`src/rtl/window_3x3_gen.sv`:
```
// Streaming 3x3 window generator: two line buffers plus a 3x3 tap array.
// A window is emitted one cycle after each accepted pixel at row>=2, col>=2.
module window_3x3_gen #(
  parameter int DATA_W = 13,
  parameter int IMG_W  = 64,
  parameter int IMG_H  = 64
) (
  input  logic              clk,
  input  logic              rst,
  input  logic              in_valid,
  input  logic              in_sof,
  input  logic [DATA_W-1:0] in_pixel,
  output logic              out_valid,
  output logic              out_eof,
  output logic [DATA_W-1:0] p0,
  output logic [DATA_W-1:0] p1,
  output logic [DATA_W-1:0] p2,
  output logic [DATA_W-1:0] p3,
  output logic [DATA_W-1:0] p4,
  output logic [DATA_W-1:0] p5,
  output logic [DATA_W-1:0] p6,
  output logic [DATA_W-1:0] p7,
  output logic [DATA_W-1:0] p8
);

  localparam int CW = (IMG_W > 1) ? $clog2(IMG_W) : 1;
  localparam int RW = (IMG_H > 1) ? $clog2(IMG_H) : 1;

  logic [CW-1:0]     col;
  logic [RW-1:0]     row;
  logic [CW-1:0]     cur_col;
  logic [RW-1:0]     cur_row;
  logic              last_col;
  logic              last_row;
  logic              emit;

  logic [DATA_W-1:0] lb_a [IMG_W];
  logic [DATA_W-1:0] lb_b [IMG_W];
  logic [DATA_W-1:0] a_rd;
  logic [DATA_W-1:0] b_rd;

  logic [DATA_W-1:0] win_p0  [9];
  logic [DATA_W-1:0] win_nxt [9];
  logic [DATA_W-1:0] win_p1  [9];
  logic              vld_p1;
  logic              eof_p1;

  // Stage 0: position of the accepted pixel; in_sof overrides the counters
  assign cur_col  = in_sof ? '0 : col;
  assign cur_row  = in_sof ? '0 : row;
  assign last_col = (cur_col == CW'(IMG_W - 1));
  assign last_row = (cur_row == RW'(IMG_H - 1));
  assign emit     = in_valid && (cur_row >= RW'(2)) && (cur_col >= CW'(2));

  assign a_rd = lb_a[cur_col];
  assign b_rd = lb_b[cur_col];

  always_comb begin
    win_nxt[0] = win_p0[1];
    win_nxt[1] = win_p0[2];
    win_nxt[2] = b_rd;
    win_nxt[3] = win_p0[4];
    win_nxt[4] = win_p0[5];
    win_nxt[5] = a_rd;
    win_nxt[6] = win_p0[7];
    win_nxt[7] = win_p0[8];
    win_nxt[8] = in_pixel;
  end

  // Line buffers are never cleared: stale lines are unreachable before row 2
  always_ff @(posedge clk) begin
    if (in_valid) begin
      lb_a[cur_col] <= in_pixel;
      lb_b[cur_col] <= a_rd;
    end
  end

  always_ff @(posedge clk) begin
    if (rst) begin
      col    <= '0;
      row    <= '0;
      win_p0 <= '{default: '0};
      win_p1 <= '{default: '0};
      vld_p1 <= 1'b0;
      eof_p1 <= 1'b0;
    end else begin
      vld_p1 <= 1'b0;
      eof_p1 <= 1'b0;
      if (in_valid) begin
        win_p0 <= win_nxt;
        if (last_col) begin
          col <= '0;
          row <= last_row ? '0 : cur_row + RW'(1);
        end else begin
          col <= cur_col + CW'(1);
          row <= cur_row;
        end
        // Stage 1: outputs hold between windows, so load only on emission
        if (emit) begin
          win_p1 <= win_nxt;
          vld_p1 <= 1'b1;
          eof_p1 <= last_row && last_col;
        end
      end
    end
  end

  assign out_valid = vld_p1;
  assign out_eof   = eof_p1;
  assign p0 = win_p1[0];
  assign p1 = win_p1[1];
  assign p2 = win_p1[2];
  assign p3 = win_p1[3];
  assign p4 = win_p1[4];
  assign p5 = win_p1[5];
  assign p6 = win_p1[6];
  assign p7 = win_p1[7];
  assign p8 = win_p1[8];

endmodule

```
`config.mk`:
```
export PLATFORM = sky130hd
export DESIGN_NAME = window_3x3_gen
export DESIGN_NICKNAME = d
export VERILOG_FILES = /design/src/rtl/window_3x3_gen.sv
export SDC_FILE = /design/constraint.sdc
export NUM_CORES = 2
export LEC_CHECK = 0
export ABC_CLOCK_PERIOD_IN_PS = 5250
export CAP_MARGIN = 0
export CELL_PAD_IN_SITES_DETAIL_PLACEMENT = 2
export CELL_PAD_IN_SITES_GLOBAL_PLACEMENT = 2
export CORE_MARGIN = 2
export CORE_UTILIZATION = 47
export DETAILED_ROUTE_END_ITERATION = 6
export GPL_ROUTABILITY_DRIVEN = 0
export PLACE_DENSITY = 0.87
export SLEW_MARGIN = 10
export SYNTH_ARGS = -nofsm -noshare
export SYNTH_HDL_FRONTEND = slang
export SYNTH_SLANG_ARGS = --single-unit
```
`constraint.sdc`:
```
create_clock -name clk -period 5.25 [get_ports clk]
set_input_delay 1.575 -clock clk [delete_from_list [all_inputs] [get_ports clk]]
set_output_delay 1.575 -clock clk [all_outputs]
set_load 0.05 [all_outputs]
```
==> PnR_summary.wiki, run 1 <==
{| class="wikitable"
! Metric !! Value
|-
| Cell type with the largest total area after synthesis || edfxtp_1
|-
| Synth async-reset ratio || 0%
|-
| Number of instances in the synthesized netlist || 4,627
|-
| Most numerous cell types in the synthesized netlist || 1,664 x edfxtp_1, 372 x mux2i_1, 264 x nand2_1, 260 x a21oi_1, 216 x nor2_1
|-
| Height of the die || 398.7 µm
|-
| Status || stopped before the end
|-
| PortBufs || 135
|-
| Synth Area per Inst || 15.83 µm²
|-
| Leading cell type by number of instances after synthesis || edfxtp_1
|-
| Half-perimeter wire length of the detailed placement result || 225,300 µm
|-
| First error in the log || [ERROR DPL-0033] detailed placement checks failed during check placement.
|-
| Yosys cell types || 98
|-
| Total of warnings raised by yosys || 0
|-
| Total nets after synthesis || 4,648
|-
| Synthesis-stage register bit count || 1,873
|-
| Sequential element share of the synthesized area || 73.95%
|-
| I/O pin total || 136
|-
| Starting utilization of the core area || 47.43%
|-
| Chip width || 398.7 µm
|-
| Cell types occupying the most area after synthesis || edfxtp_1 68%, dfxtp_1 5.7%, mux2i_1 5.1%
|-
| Post-synth EDFFs || 1,664
|-
| Stop stage || detailed placement (3_5_place_dp)
|-
| Row count || 144
|-
| Cell area after synthesis || 0.07323 mm²
|-
| Most used flip-flop cell after synthesis || edfxtp_1
|-
| Share of the synthesized area in the top cell type || 68.23%
|}
[cell families after synthesis]
logic type	count (synthesis)	share of synthesized area, %
DFF	1873	73.95
AOI/OAI and AO/OA	1106	10.64
and+or+nand+nor	820	5.932
muxes	457	6.704
buffers and inverters	365	2.679
adders and majority gates	4	0.06835
xor gates and xnor gates	2	0.02392
[per-stage QoR]
| stage | cell area (µm²) | hold slack [ns] | setup WS (ns) | std cells |
|---|---|---|---|---|
| after floorplan | 73230 | 0.4312 | 1.024 | 4627 |
| after global placement | 79250 | 0.4421 | 0.01616 | 6834 |
==> run 2: changes to the inputs <==
CELL_PAD_IN_SITES_DETAIL_PLACEMENT = not set   (was 2)
CELL_PAD_IN_SITES_GLOBAL_PLACEMENT = not set   (was 2)
CORE_UTILIZATION = 40   (was 47)
PLACE_DENSITY = not set   (was 0.87)
PLACE_DENSITY_LB_ADDON = 0.15   (was not set)
==> PnR_summary.wiki, run 2 <==
{| class="wikitable"
! Metric !! Value
|-
| Die area || 0.1865 mm²
|-
| Final setup violating endpoints || 0
|-
| Deepest clock path buffer count || 3
|-
| Clock network power share || 42.2%
|-
| Pin slew with the least headroom to its limit || 1.260 ns
|-
| Remaining max-slew budget at the tightest pin || 16.02%
|-
| Initial antenna violation count || 12
|-
| Total of warnings raised by yosys || 0 (unchanged)
|-
| Setup crit start || col[2]
|-
| Drt initial violations || 6,198
|-
| Core area || 0.1825 mm²
|-
| Layout-stage area growth over the synthesis result || 17.93%
|-
| RR Endpoint || lb_b[60][1]
|-
| Chip width || 431.9 µm (+8.3%)
|-
| Yosys cell types || 98 (unchanged)
|-
| Total nets after synthesis || 4,648 (unchanged)
|-
| Net count of the finished layout || 5,038
|-
| Worst setup EP type || register
|-
| Number of DRC violations after detailed routing || 5
|-
| Compound-cell area share of the yosys netlist || 10.64% (unchanged)
|-
| PortBufs || 135 (unchanged)
|-
| Via count of the first global-routing pass || 44.14k
|-
| Clock slew at the register clock pins of the worst setup and hold paths || 0.06 ns
|-
| First-pass GRT wire length || 365,800 µm
|-
| Number of gates resized after CTS || 0
|-
| Count of max-cap constraint violations || 0
|-
| Hold Fails Final Rpt || 0
|-
| Most frequent cells in the layout || 1,664 x edfxtp_1, 372 x mux2i_1, 333 x buf_4
|-
| First-pass DRT Iterations || 7
|-
| Via density per instance || 6.161
|-
| Arrival @ worst endpoint || 5.49 ns
|-
| Row count || 157 (+9.0%)
|-
| Count of clock tree sinks || 1,873
|-
| Share of the synthesized area in the top cell type || 68.23% (unchanged)
|-
| Core occupancy in the finished layout || 47.32%
|-
| Height of the die || 431.9 µm (+8.3%)
|-
| Starting utilization of the core area || 40.13% (-7.3 points)
|-
| Maximum ir drop on the vdd rail || 314.3 µV
|-
| CTS tree || done
|-
| Total number of H-tree levels || 4
|-
| Half-perimeter wire length of the detailed placement result || 164,900 µm (-27%)
|-
| Power share of the sequential group || 51.9%
|-
| Cell types occupying the most area after synthesis || edfxtp_1 68%, dfxtp_1 5.7%, mux2i_1 5.1%
|-
| I/O pin total || 136 (unchanged)
|-
| Total leakage power || 27.33 nW
|-
| Leading cell type by number of instances after synthesis || edfxtp_1
|-
| Layout cell share with drive strength beyond 1 || 18.15%
|-
| Leading cell type in the layout, fill and taps excluded || edfxtp_1
|-
| Part of the power in combinational logic || 5.9%
|-
| Path class of the lowest-slack min-delay path || reg -> reg
|-
| Share of synthesized area spent on multiplexers || 6.704% (unchanged)
|-
| Global-route usage over all layers || 28.13%
|-
| Final cycle utilization of the critical path || 93.72%
|-
| Most used flip-flop cell after synthesis || edfxtp_1
|-
| Synth async-reset ratio || 0% (unchanged)
|-
| Total power divided by cell area || 368.1 mW/mm²
|-
| Biggest fanout along the worst timing path || 40
|-
| Share of synthesized cell area in and, or, nand and nor gates || 5.932% (unchanged)
|-
| DRT Wirelength || 265,700 µm
|-
| Number of instances in the synthesized netlist || 4,627 (unchanged)
|-
| Post-synth EDFFs || 1,664 (unchanged)
|-
| Sequential element share of the synthesized area || 73.95% (unchanged)
|-
| Total power || 31.79 mW
|-
| Worst setup path category || reg -> reg
|-
| Violations in the final reports || DRC
|-
| Clock insertion delay at the later pin of the skew report || 0.87 ns
|-
| Dominant combinational cell family by area after synthesis || compound AO/OA/AOI/OAI gates
|-
| Fin. max-slew vios || 0
|-
| Origin of the critical flop-to-flop path || col[2]
|-
| Post-synthesis share of cell area spent on full adders, half adders and majority gates || 0.06834% (unchanged)
|-
| Capturing instance or port of the critical path || lb_b[60][1]
|-
| Total via count after detailed routing || 46.62k
|-
| Xor and xnor fraction of the mapped netlist area || 0.02392% (unchanged)
|-
| Required time at the endpoint of the critical path || 5.82 ns
|-
| F_max || 203.2 MHz
|-
| Most numerous cell types in the synthesized netlist || 1,664 x edfxtp_1, 372 x mux2i_1, 264 x nand2_1, 260 x a21oi_1, 216 x nor2_1
|-
| Largest net degree at the start of global routing || 114
|-
| Routed Antenna Nets || 0
|-
| Synthesis-stage register bit count || 1,873 (unchanged)
|-
| Number of buffers added to fix hold violations after cts || 0
|-
| Logic depth of the worst register-to-register path || 10
|-
| Cell area after synthesis || 0.07323 mm² (unchanged)
|-
| Clock Tree Root || clkbuf_16
|-
| Inserted Clock Buffers || 189
|-
| Pint || 24.44 mW
|-
| Fillers || 15.73k
|-
| Cell type with the largest total area after synthesis || edfxtp_1
|-
| Synth Area per Inst || 15.83 µm² (unchanged)
|-
| Switching Power || 7.353 mW
|-
| Number of post-CTS setup repair buffers || 0
|-
| RSZ-0062 raised after global routing || no
|-
| Reg-to-reg slack, setup || 0.33 ns
|-
| Worst-case clock skew || 0.04709 ns
|-
| Status || finished with violations
|-
| Wire length per cell || 35.11 µm
|-
| Kind of start point of the critical path || register
|-
| Net switching share of the total power || 23.13%
|-
| Final global-route overflow total || 0
|-
| Minimum clock period after layout || 4.920 ns
|}
[run 2: stage by stage]
| stage | worst slack, ns | area, µm² | instances | hold slack (ns) | setup TNS (ns) |
|---|---|---|---|---|---|
| after detailed placement | -0.08770 | 80260 | 7211 | 0.4431 | -4.179 |
| after CTS | 0.5096 | 86350 | 7564 | 0.4537 | 0 |
| after global routing | 0.5108 | 86360 | 7564 | 0.4699 | 0 |
| final | 0.3298 | 86360 | 7567 | 0.4528 | 0 |
| after floorplan | 1.024 | 73230 | 4627 | 0.4312 | 0 |
| after global placement | -0.4092 | 80260 | 7211 | 0.4415 | -25.12 |
[run 2: worst max-delay path, cell delays in order (launching register included)]
cell,delay (ns)
dfxtp_4,1.02
buf_4,0.34
nor3b_2,0.07
buf_4,0.30
o2bb2ai_1,0.19
a2111oi_1,0.98
o221ai_1,0.40
nor4b_2,0.68
buf_4,0.25
inv_2,0.10
buf_12,0.18
[run 2: power groups by stage]
| stage | combinational [mW] | clock (mW) | sequential [mW] |
|---|---|---|---|
| floorplan | 0.871 | 0 | 16.8 |
| global placement | 1.83 | 0 | 16.8 |
| detailed placement | 1.85 | 0 | 16.8 |
| CTS | 1.86 | 13.6 | 16.5 |
| global route | 1.95 | 14.1 | 16.5 |
| finish | 1.88 | 13.4 | 16.5 |
[run 2: metal layers]
metal / GRT usage [%] / part of all wire (%)
met1: 39.96 / 42
met2: 42.94 / 45
met3: 5.425 / 9.5
met4: 10.38 / 4.0
met5: 0 / 0.020
[run 2: how the worst min path moves through the flow]
stage | cells past startpoint | from | end
after global routing | 2 | p6[6] | p6[6]
final | 2 | p3[1] | p3[1]
after global placement | 2 | win_nxt[109] | p0[5]
after detailed placement | 2 | win_nxt[66] | p3[1]
after CTS | 2 | win_nxt[35] | p6[9]
after floorplan | 2 | win_nxt[38] | p6[12]
[run 2: kinds of logic after synthesis]
family          Yosys count
buf+inv                 365
compound gates         1106
simple gates            820
flops                  1873
xor+xnor                  2
mux                     457
fa+ha+maj                 4
[run 2: area by class of cell]
class                      count  area, µm²  share of cell area (%)
antenna                        3      7.507                0.008693
clock buffer                 243       5075                   5.876
clock inverter               110       1020                   1.181
inverter                      21      78.83                 0.09127
multi-input combinational   2389      17740                   20.55
sequential                  1873      54160                   62.72
tap                         2385       2984                   3.455
timing repair buffer         543       5291                   6.127
(Power assumes the default switching activity.)
